File: config.mk
export PLATFORM = sky130hd
export DESIGN_NAME = regfile_dump_streamer_flat
export DESIGN_NICKNAME = d
export VERILOG_FILES = /design/src/rtl/regfile_dump_streamer_if.sv /design/src/rtl/regfile_dump_streamer.sv /design/src/flat_wrapper.sv
export SDC_FILE = /design/constraint.sdc
export NUM_CORES = 1
export LEC_CHECK = 0
export CAP_MARGIN = 20
export CORE_MARGIN = 2
export CORE_UTILIZATION = 37
export CTS_CLUSTER_SIZE = 8
export DETAILED_ROUTE_END_ITERATION = 10
export PLACE_DENSITY = 0.75
export SYNTH_ARGS = -nofsm -noshare
export SYNTH_HDL_FRONTEND = slang
export SYNTH_SLANG_ARGS = --single-unit
export TNS_END_PERCENT = 30
File: constraint.sdc
create_clock -name clk -period 1.9 [get_ports clk]
set_input_delay 0.38 -clock clk [delete_from_list [all_inputs] [get_ports clk]]
set_output_delay 0.38 -clock clk [all_outputs]
set_load 0.05 [all_outputs]
File: src/rtl/regfile_dump_streamer_if.sv
// Bundle of the scan-control, debug-read and output-stream signals of
// regfile_dump_streamer. The streamer uses the slave view; the environment
// (the core side plus the log sink) uses the master view.
interface regfile_dump_streamer_if #(
  parameter int DATA_W = 32,
  parameter int ADDR_W = 5
);
  logic              start;
  logic              busy;
  logic              done;
  logic [ADDR_W-1:0] dbg_addr;
  logic [DATA_W-1:0] dbg_rdata;
  logic              out_valid;
  logic              out_ready;
  logic [ADDR_W-1:0] out_index;
  logic [DATA_W-1:0] out_data;

  modport slave (
    input  start, dbg_rdata, out_ready,
    output busy, done, dbg_addr, out_valid, out_index, out_data
  );

  modport master (
    output start, dbg_rdata, out_ready,
    input  busy, done, dbg_addr, out_valid, out_index, out_data
  );
endinterface

File: src/rtl/regfile_dump_streamer.sv
// regfile_dump_streamer: walks register-file entries FIRST_REG..LAST_REG
// through a debug read port and emits each (index, value) pair on a
// valid/ready stream. Every register costs two cycles (READ then SEND).
// A start is taken only while idle and not during the done cycle; the
// accepting edge raises busy, the next edge enters READ.
// Optional build macro REGDUMP_CHANGE_ONLY_EN: keep a shadow copy of each
// scanned register and skip beats whose value has not changed since it was
// last emitted. Skipped registers still take their two cycles.
module regfile_dump_streamer #(
  parameter int DATA_W    = 32,
  parameter int ADDR_W    = 5,
  parameter int FIRST_REG = 8,
  parameter int LAST_REG  = 11
) (
  input  logic                     clk,
  input  logic                     reset,
  regfile_dump_streamer_if.slave   bus
);

  if (FIRST_REG > LAST_REG) begin : g_bad_range
    $error("regfile_dump_streamer: FIRST_REG must not exceed LAST_REG");
  end
  if (LAST_REG >= (1 << ADDR_W)) begin : g_bad_width
    $error("regfile_dump_streamer: LAST_REG does not fit in ADDR_W bits");
  end

  localparam logic [ADDR_W-1:0] FIRST_A = ADDR_W'(FIRST_REG);
  localparam logic [ADDR_W-1:0] LAST_A  = ADDR_W'(LAST_REG);

  typedef enum logic [1:0] {IDLE, READ, SEND, DONE} state_t;

  state_t            state_q, state_d;
  logic              busy_q, busy_d;
  logic              done_q, done_d;
  logic              out_valid_q, out_valid_d;
  logic [ADDR_W-1:0] out_index_q, out_index_d;
  logic [DATA_W-1:0] out_data_q, out_data_d;
  logic [ADDR_W-1:0] dbg_addr_q, dbg_addr_d;
  logic              skip;

`ifdef REGDUMP_CHANGE_ONLY_EN
  localparam int K = LAST_REG - FIRST_REG + 1;

  logic [DATA_W-1:0] shadow_q [K];
  logic [DATA_W-1:0] shadow_d [K];
  logic [K-1:0]      sh_vld_q, sh_vld_d;
  logic [ADDR_W-1:0] rd_slot, wr_slot;
  logic              beat_hs;

  assign rd_slot = dbg_addr_q - FIRST_A;
  assign wr_slot = out_index_q - FIRST_A;
  assign beat_hs = (state_q == SEND) && out_valid_q && bus.out_ready;
  // An unchanged value (already emitted once) is not sent again
  assign skip    = sh_vld_q[rd_slot] && (shadow_q[rd_slot] == bus.dbg_rdata);

  // Record the value of every beat the sink actually accepted
  always_comb begin
    shadow_d = shadow_q;
    sh_vld_d = sh_vld_q;
    if (beat_hs) begin
      shadow_d[wr_slot] = out_data_q;
      sh_vld_d[wr_slot] = 1'b1;
    end
  end

  // Valid bits are cleared by reset so the first scan emits everything
  always_ff @(posedge clk) begin
    if (reset) sh_vld_q <= '0;
    else       sh_vld_q <= sh_vld_d;
  end

  // Shadow data needs no reset; it is only trusted behind its valid bit
  always_ff @(posedge clk) begin
    shadow_q <= shadow_d;
  end
`else
  assign skip = 1'b0;
`endif

  // Next-state and output logic of the scan FSM
  always_comb begin
    state_d     = state_q;
    busy_d      = busy_q;
    done_d      = 1'b0;
    out_valid_d = out_valid_q;
    out_index_d = out_index_q;
    out_data_d  = out_data_q;
    dbg_addr_d  = dbg_addr_q;
    case (state_q)
      IDLE: begin
        if (busy_q) begin
          state_d = READ;
        end else if (bus.start && !done_q) begin
          busy_d     = 1'b1;
          dbg_addr_d = FIRST_A;
        end
      end
      READ: begin
        out_index_d = dbg_addr_q;
        out_data_d  = bus.dbg_rdata;
        out_valid_d = !skip;
        state_d     = SEND;
      end
      SEND: begin
        // A skipped beat (valid low) advances as though it was accepted
        if (!out_valid_q || bus.out_ready) begin
          out_valid_d = 1'b0;
          if (dbg_addr_q == LAST_A) begin
            state_d = DONE;
          end else begin
            dbg_addr_d = dbg_addr_q + ADDR_W'(1);
            state_d    = READ;
          end
        end
      end
      DONE: begin
        done_d     = 1'b1;
        busy_d     = 1'b0;
        dbg_addr_d = FIRST_A;
        state_d    = IDLE;
      end
      default: state_d = IDLE;
    endcase
  end

  // State and output registers; reset aborts any scan in progress
  always_ff @(posedge clk) begin
    if (reset) begin
      state_q     <= IDLE;
      busy_q      <= 1'b0;
      done_q      <= 1'b0;
      out_valid_q <= 1'b0;
      out_index_q <= '0;
      out_data_q  <= '0;
      dbg_addr_q  <= FIRST_A;
    end else begin
      state_q     <= state_d;
      busy_q      <= busy_d;
      done_q      <= done_d;
      out_valid_q <= out_valid_d;
      out_index_q <= out_index_d;
      out_data_q  <= out_data_d;
      dbg_addr_q  <= dbg_addr_d;
    end
  end

  assign bus.busy      = busy_q;
  assign bus.done      = done_q;
  assign bus.dbg_addr  = dbg_addr_q;
  assign bus.out_valid = out_valid_q;
  assign bus.out_index = out_index_q;
  assign bus.out_data  = out_data_q;

endmodule
File: src/flat_wrapper.sv
// flat-port wrapper written by rule: the top's interface ports become plain ports
module regfile_dump_streamer_flat 
#(
  parameter int DATA_W    = 32,
  parameter int ADDR_W    = 5,
  parameter int FIRST_REG = 8,
  parameter int LAST_REG  = 11
)
  (clk, reset, bus_start, bus_dbg_rdata, bus_out_ready, bus_busy, bus_done, bus_dbg_addr, bus_out_valid, bus_out_index, bus_out_data);
  regfile_dump_streamer_if #(.DATA_W(DATA_W), .ADDR_W(ADDR_W)) bus_i ();
  input  logic clk;
  input  logic reset;
  input wire logic [$bits(bus_i.start)-1:0] bus_start;
  input wire logic [$bits(bus_i.dbg_rdata)-1:0] bus_dbg_rdata;
  input wire logic [$bits(bus_i.out_ready)-1:0] bus_out_ready;
  output wire logic [$bits(bus_i.busy)-1:0] bus_busy;
  output wire logic [$bits(bus_i.done)-1:0] bus_done;
  output wire logic [$bits(bus_i.dbg_addr)-1:0] bus_dbg_addr;
  output wire logic [$bits(bus_i.out_valid)-1:0] bus_out_valid;
  output wire logic [$bits(bus_i.out_index)-1:0] bus_out_index;
  output wire logic [$bits(bus_i.out_data)-1:0] bus_out_data;
  assign bus_i.start = bus_start;
  assign bus_i.dbg_rdata = bus_dbg_rdata;
  assign bus_i.out_ready = bus_out_ready;
  assign bus_busy = bus_i.busy;
  assign bus_done = bus_i.done;
  assign bus_dbg_addr = bus_i.dbg_addr;
  assign bus_out_valid = bus_i.out_valid;
  assign bus_out_index = bus_i.out_index;
  assign bus_out_data = bus_i.out_data;
  regfile_dump_streamer #(.DATA_W(DATA_W), .ADDR_W(ADDR_W), .FIRST_REG(FIRST_REG), .LAST_REG(LAST_REG)) u_core (.clk(clk), .reset(reset), .bus(bus_i));
endmodule
Word level (Yosys, flattened, before mapping)
Cells that the tools add are included.

Output and inout port bits: 45. Register bits after elaboration: 47. Bits of input ports: 36.

Equal/unequal tests: 9. Muxes and demuxes: 15. Reduce and logical (&&, ||, !) cells: 11. $add $sub $neg: 1.

Operator list (count): $mux 5 (4); $pmux 5 s3 (1); $pmux 2 s4 (1); $mux 2 (3); $ne 2x1->1 const B (3); $add 5x1->5 const B (1); $eq 5x4->1 const B (1); $reduce_and 5->1 (1); $eq 2x2->1 const B (2); $mux 1 (4); $ne 2x2->1 const B (2); $pmux 1 s2 (2); $reduce_and 2->1 (2); $reduce_bool 2->1 (2); $reduce_bool 3->1 (1); $eq 2x1->1 const B (1); $logic_not 1->1 (2); $logic_not 2->1 (1); $logic_and 1x1->1 (1); $logic_or 1x1->1 (1).

Depth between registers and ports, before layout
Word-level depth: 5. Gate-level depth with buffers: 7. Depth with buffers taken out: 6.

Worst setup path after synthesis
Ideal clock, no wire load.

Path type: register -> register. Start: register u_core.busy_q, in the netlist u_core.bus.busy. End: register u_core.dbg_addr_q[3], in the netlist u_core.bus.dbg_addr[3]. Data required time: 1.780 ns. Arrival: 1.855 ns. Setup slack: -0.075 ns. Setup time: 0.120 ns. Buffers on the path: 0. Cell stages (with the launch flop): 5. Period minus slack after synthesis: 1.975 ns. Cell sequence: dfxtp_1 > or3b_1 > a211o_1 > or4_1 > o31a_1.

Longest elaborated chain between the ends: 2.

Ends and longest elaborated chain: start: declaration (RTL line regfile_dump_streamer.sv:33) `logic busy_q, busy_d;`; start signal: assignment (RTL line regfile_dump_streamer.sv:138) `busy_q <= busy_d;`; $ne 2x2->1 (no line); $reduce_and 5->1 (no line); end signal: assignment (RTL line regfile_dump_streamer.sv:143) `dbg_addr_q <= dbg_addr_d;`; end: declaration (RTL line regfile_dump_streamer.sv:38) `logic [ADDR_W-1:0] dbg_addr_q, dbg_addr_d;`.

No other way between the ends. A chain may end at the register's enable or synchronous reset.

Worst setup path in the final report
Start: input port bus_start. End: register u_core.dbg_addr_q[3], in the netlist u_core.bus.dbg_addr[3].

Longest elaborated chain between the ends: 3.

Ends and longest elaborated chain: start: declaration (RTL line flat_wrapper.sv:13) `input wire logic [$bits(bus_i.start)-1:0] bus_start;`; $logic_and 1x1->1 (RTL line regfile_dump_streamer.sv:93) `end else if (bus.start && !done_q) begin`; $ne 2x1->1 (no line); $reduce_and 5->1 (no line).

No other way between the ends.

==> metrics <==
wire length per cell=11.9 um; final setup violation count=0; DRT iter0 DRCs=45; design area=2810 um2; first drt pass iteration count=4; Final ANT Viol Nets=0; sequential share of power=0.334; Top-Level Pins=roughly 80; internal power=roughly 0.0023 W; Die ar.=5550 um2; post-synth net total=226; Post-CTS Hold Fix Bufs=0; initial antenna violation count=0; crit path launch type=input port; number of H-tree levels=2; Final Max Slew Viols=0; vias per cell=4.61; TNS Setup=0 ns; endpoint class of the critical path=flip-flop; switching part of the total=0.418; Die Ht=74.5 um; first-pass GRT wire length=6460 um; CTS tree=built; post-synthesis async set-or-reset flop share=0; Vias=approximately 1500; Hold Fails Final Rpt=0; HP Class=flip-flop to flip-flop; WHS=0.491 ns; final-layout fill cell count=447; post-place instance area=around 2700 um2; clock share of power=0.138; Post-Syn Area=~1800 um2; Max-Cap Viols=0; status=complete, no violations; dominant synthesized flop cell=dfxtp_1; crit share post-route=0.974; CP Class=input port to flip-flop; final WL=3980 um; CTS sink cnt=47; Core Area=4750 um2; non-filler cells, final=~330; port buffer count=80; CP max FO=2; met3 WL=420 um; Congestion Overflow GR=0; Post-route DRC=0; post-DP HPWL=2760 um; net load switching power=0.00162 W; logic gate share of total power=0.527; FF+latch count, synth=47; length of routed met2 wiring=~1700 um; Placer Congestion=0.803; global-route usage over all layers=0.150; sequential-to-total area share from yosys stat=0.511; Ys Warns=0; Worst Max-Slew Pin Slew=about 0.5 ns; static leakage=1.10 nW; Post-Syn Instances=184; initial core utilization=0.387; Layout area overhead=52.5%; fin worst setup slack=0.0494 ns; largest net degree at the start of global routing=40; power density cells=1380 nW/um2; crit path time final=1.85 ns; Fmax=0.540 GHz; Distinct cells, synth=27; Ant. Diodes=0; Worst Clk Skew=0.00542 ns; post-synthesis area per instance=10.0 um2; vias in the first global route=~1400; Arrival @ worst endpoint=a little over 2 ns; worst rel slew slack=0.656; EDFF count, synth=0; DR top layer=met4; RSZ-0062 raised after global routing=no; layout cells sized above 1=0.109; metal1 wirelength=1820 um; nets=310; Root Driver=clkbuf_8; Site Rows=25; clk buf depth=2; Worst IR Drop VDD=0.749 mV; Placed Cells=328; worst slack at placement=-0.384 ns; die width=74.5 um; WP data required=between 2 and 2.5 ns; Worst-Skew Late Latency=0.29 ns; clock transition at the registers of the reported paths=0.08 ns; TritonCTS Buffers=5
## logic make-up after synthesis
family | Yosys count | synth area share
buffers and inverters | 13 | 0.0286
AND/OR/NAND/NOR | 66 | 0.170
flip-flops | 47 | 0.511
AO/OA/AOI/OAI | 15 | 0.0483
adder cells (fa/ha/maj) | 6 | 0.0408
multiplexers | 37 | 0.201
## cells in the final DEF, fill, tap and decap left out, drive strengths merged
cell type	n
nor3b	2
mux2i	37
o31a	1
a211oi	1
o21ai	4
clkbuf	6
nand2	2
ha	6
or4	1
buf	17
and3b	1
dfxtp	47
clkdlybuf4s50	71
nor2	42
or3b	2
nor3	3
nand4	2
nand3	3
and2b	1
and2	1
nor2b	5
a311oi	1
inv	2
nand4b	1
a211o	1
a21oi	7
## timing repair
item	4_1_cts	5_1_grt
endpoints found under the setup margin	1	0
buffers inserted	0	0
gates resized for setup	1	0
## power groups by stage
| stage | logic (W) | registers, W | clock network (W) |
|---|---|---|---|
| finish | 0.00205 | 0.00130 | 0.000538 |
| global route | 0.00219 | 0.00133 | 0.000616 |
| CTS | 0.00207 | 0.00130 | 0.000571 |
| floorplan | 0.000751 | 0.00197 | 0 |
| global placement | 0.00204 | 0.00131 | 0 |
| detailed placement | 0.00206 | 0.00132 | 0 |
## synthesized netlist by cell type (2+ instances only)
cell      number  area (um2)
nor2_1        42         158
nor3b_1        2        15.0
nand3_1        3        15.0
nand4_1        2        12.5
inv_1          2        7.51
a21oi_1        7        35.0
nand2_1        2        7.51
ha_1           6        75.1
dfxtp_1       47         941
clkbuf_1       7        26.3
o21ai_0        4        20.0
buf_2          3        15.0
nor2b_1        5        31.3
nor3_1         3        15.0
mux2i_1       37         370
## state kept, by name, indices dropped and copies added, names as in the netlist
register / cells
u_core.bus.dbg_addr: 5
u_core.bus.out_valid: 1
u_core.bus.busy: 1
u_core.bus.out_index: 5
u_core.state_q: 2
u_core.bus.done: 1
u_core.bus.out_data: 32
## per-stage QoR
stage | total power, W | util
3_3_place_gp | 0.00336 | 0.575
6_report | 0.00389 | 0.591
4_1_cts | 0.00394 | 0.591
3_5_place_dp | 0.00337 | 0.575
5_1_grt | 0.00413 | 0.591
2_1_floorplan | 0.00272 | -
## area by class of cell
type                            instances  area [um2]  area share
Clock buffer                            6        72.6      0.0258
Sequential cell                        47         943       0.336
Timing Repair Buffer                   88         848       0.302
Inverter                                2        7.51     0.00267
Multi-Input combinational cell        124         852       0.303
Tap cell                               67        83.8      0.0299
## per-layer routing
layer  up-vias  track usage
li1        786            -
met1       687        0.199
met2        61        0.220
met3         7       0.0678
met4         0       0.0437
met5         -            0
## worst max-delay path: stages
cell and delay, ns:
clkdlybuf4s50_1 0.46, or3b_4 0.38, a211o_1 0.29, or4_1 0.40
o31a_1 0.12
## path summary, 6_finish.rpt
path	start	to	slack [ns]	depth (start not counted)
worst max-delay path	bus_start	u_core.bus.dbg_addr[3]$_SDFFE_PP1P_	0.05	5
worst min-delay path	u_core.bus.out_data[20]$_SDFFE_PP0P_	u_core.bus.out_data[20]$_SDFFE_PP0P_	0.49	2
worst max register to register	u_core.state_q[1]$_SDFFE_PP0P_	u_core.state_q[1]$_SDFFE_PP0P_	0.15	5
worst min register to register	u_core.bus.out_data[20]$_SDFFE_PP0P_	u_core.bus.out_data[20]$_SDFFE_PP0P_	0.49	2
Note: power is estimated with default switching activity, not from simulation.
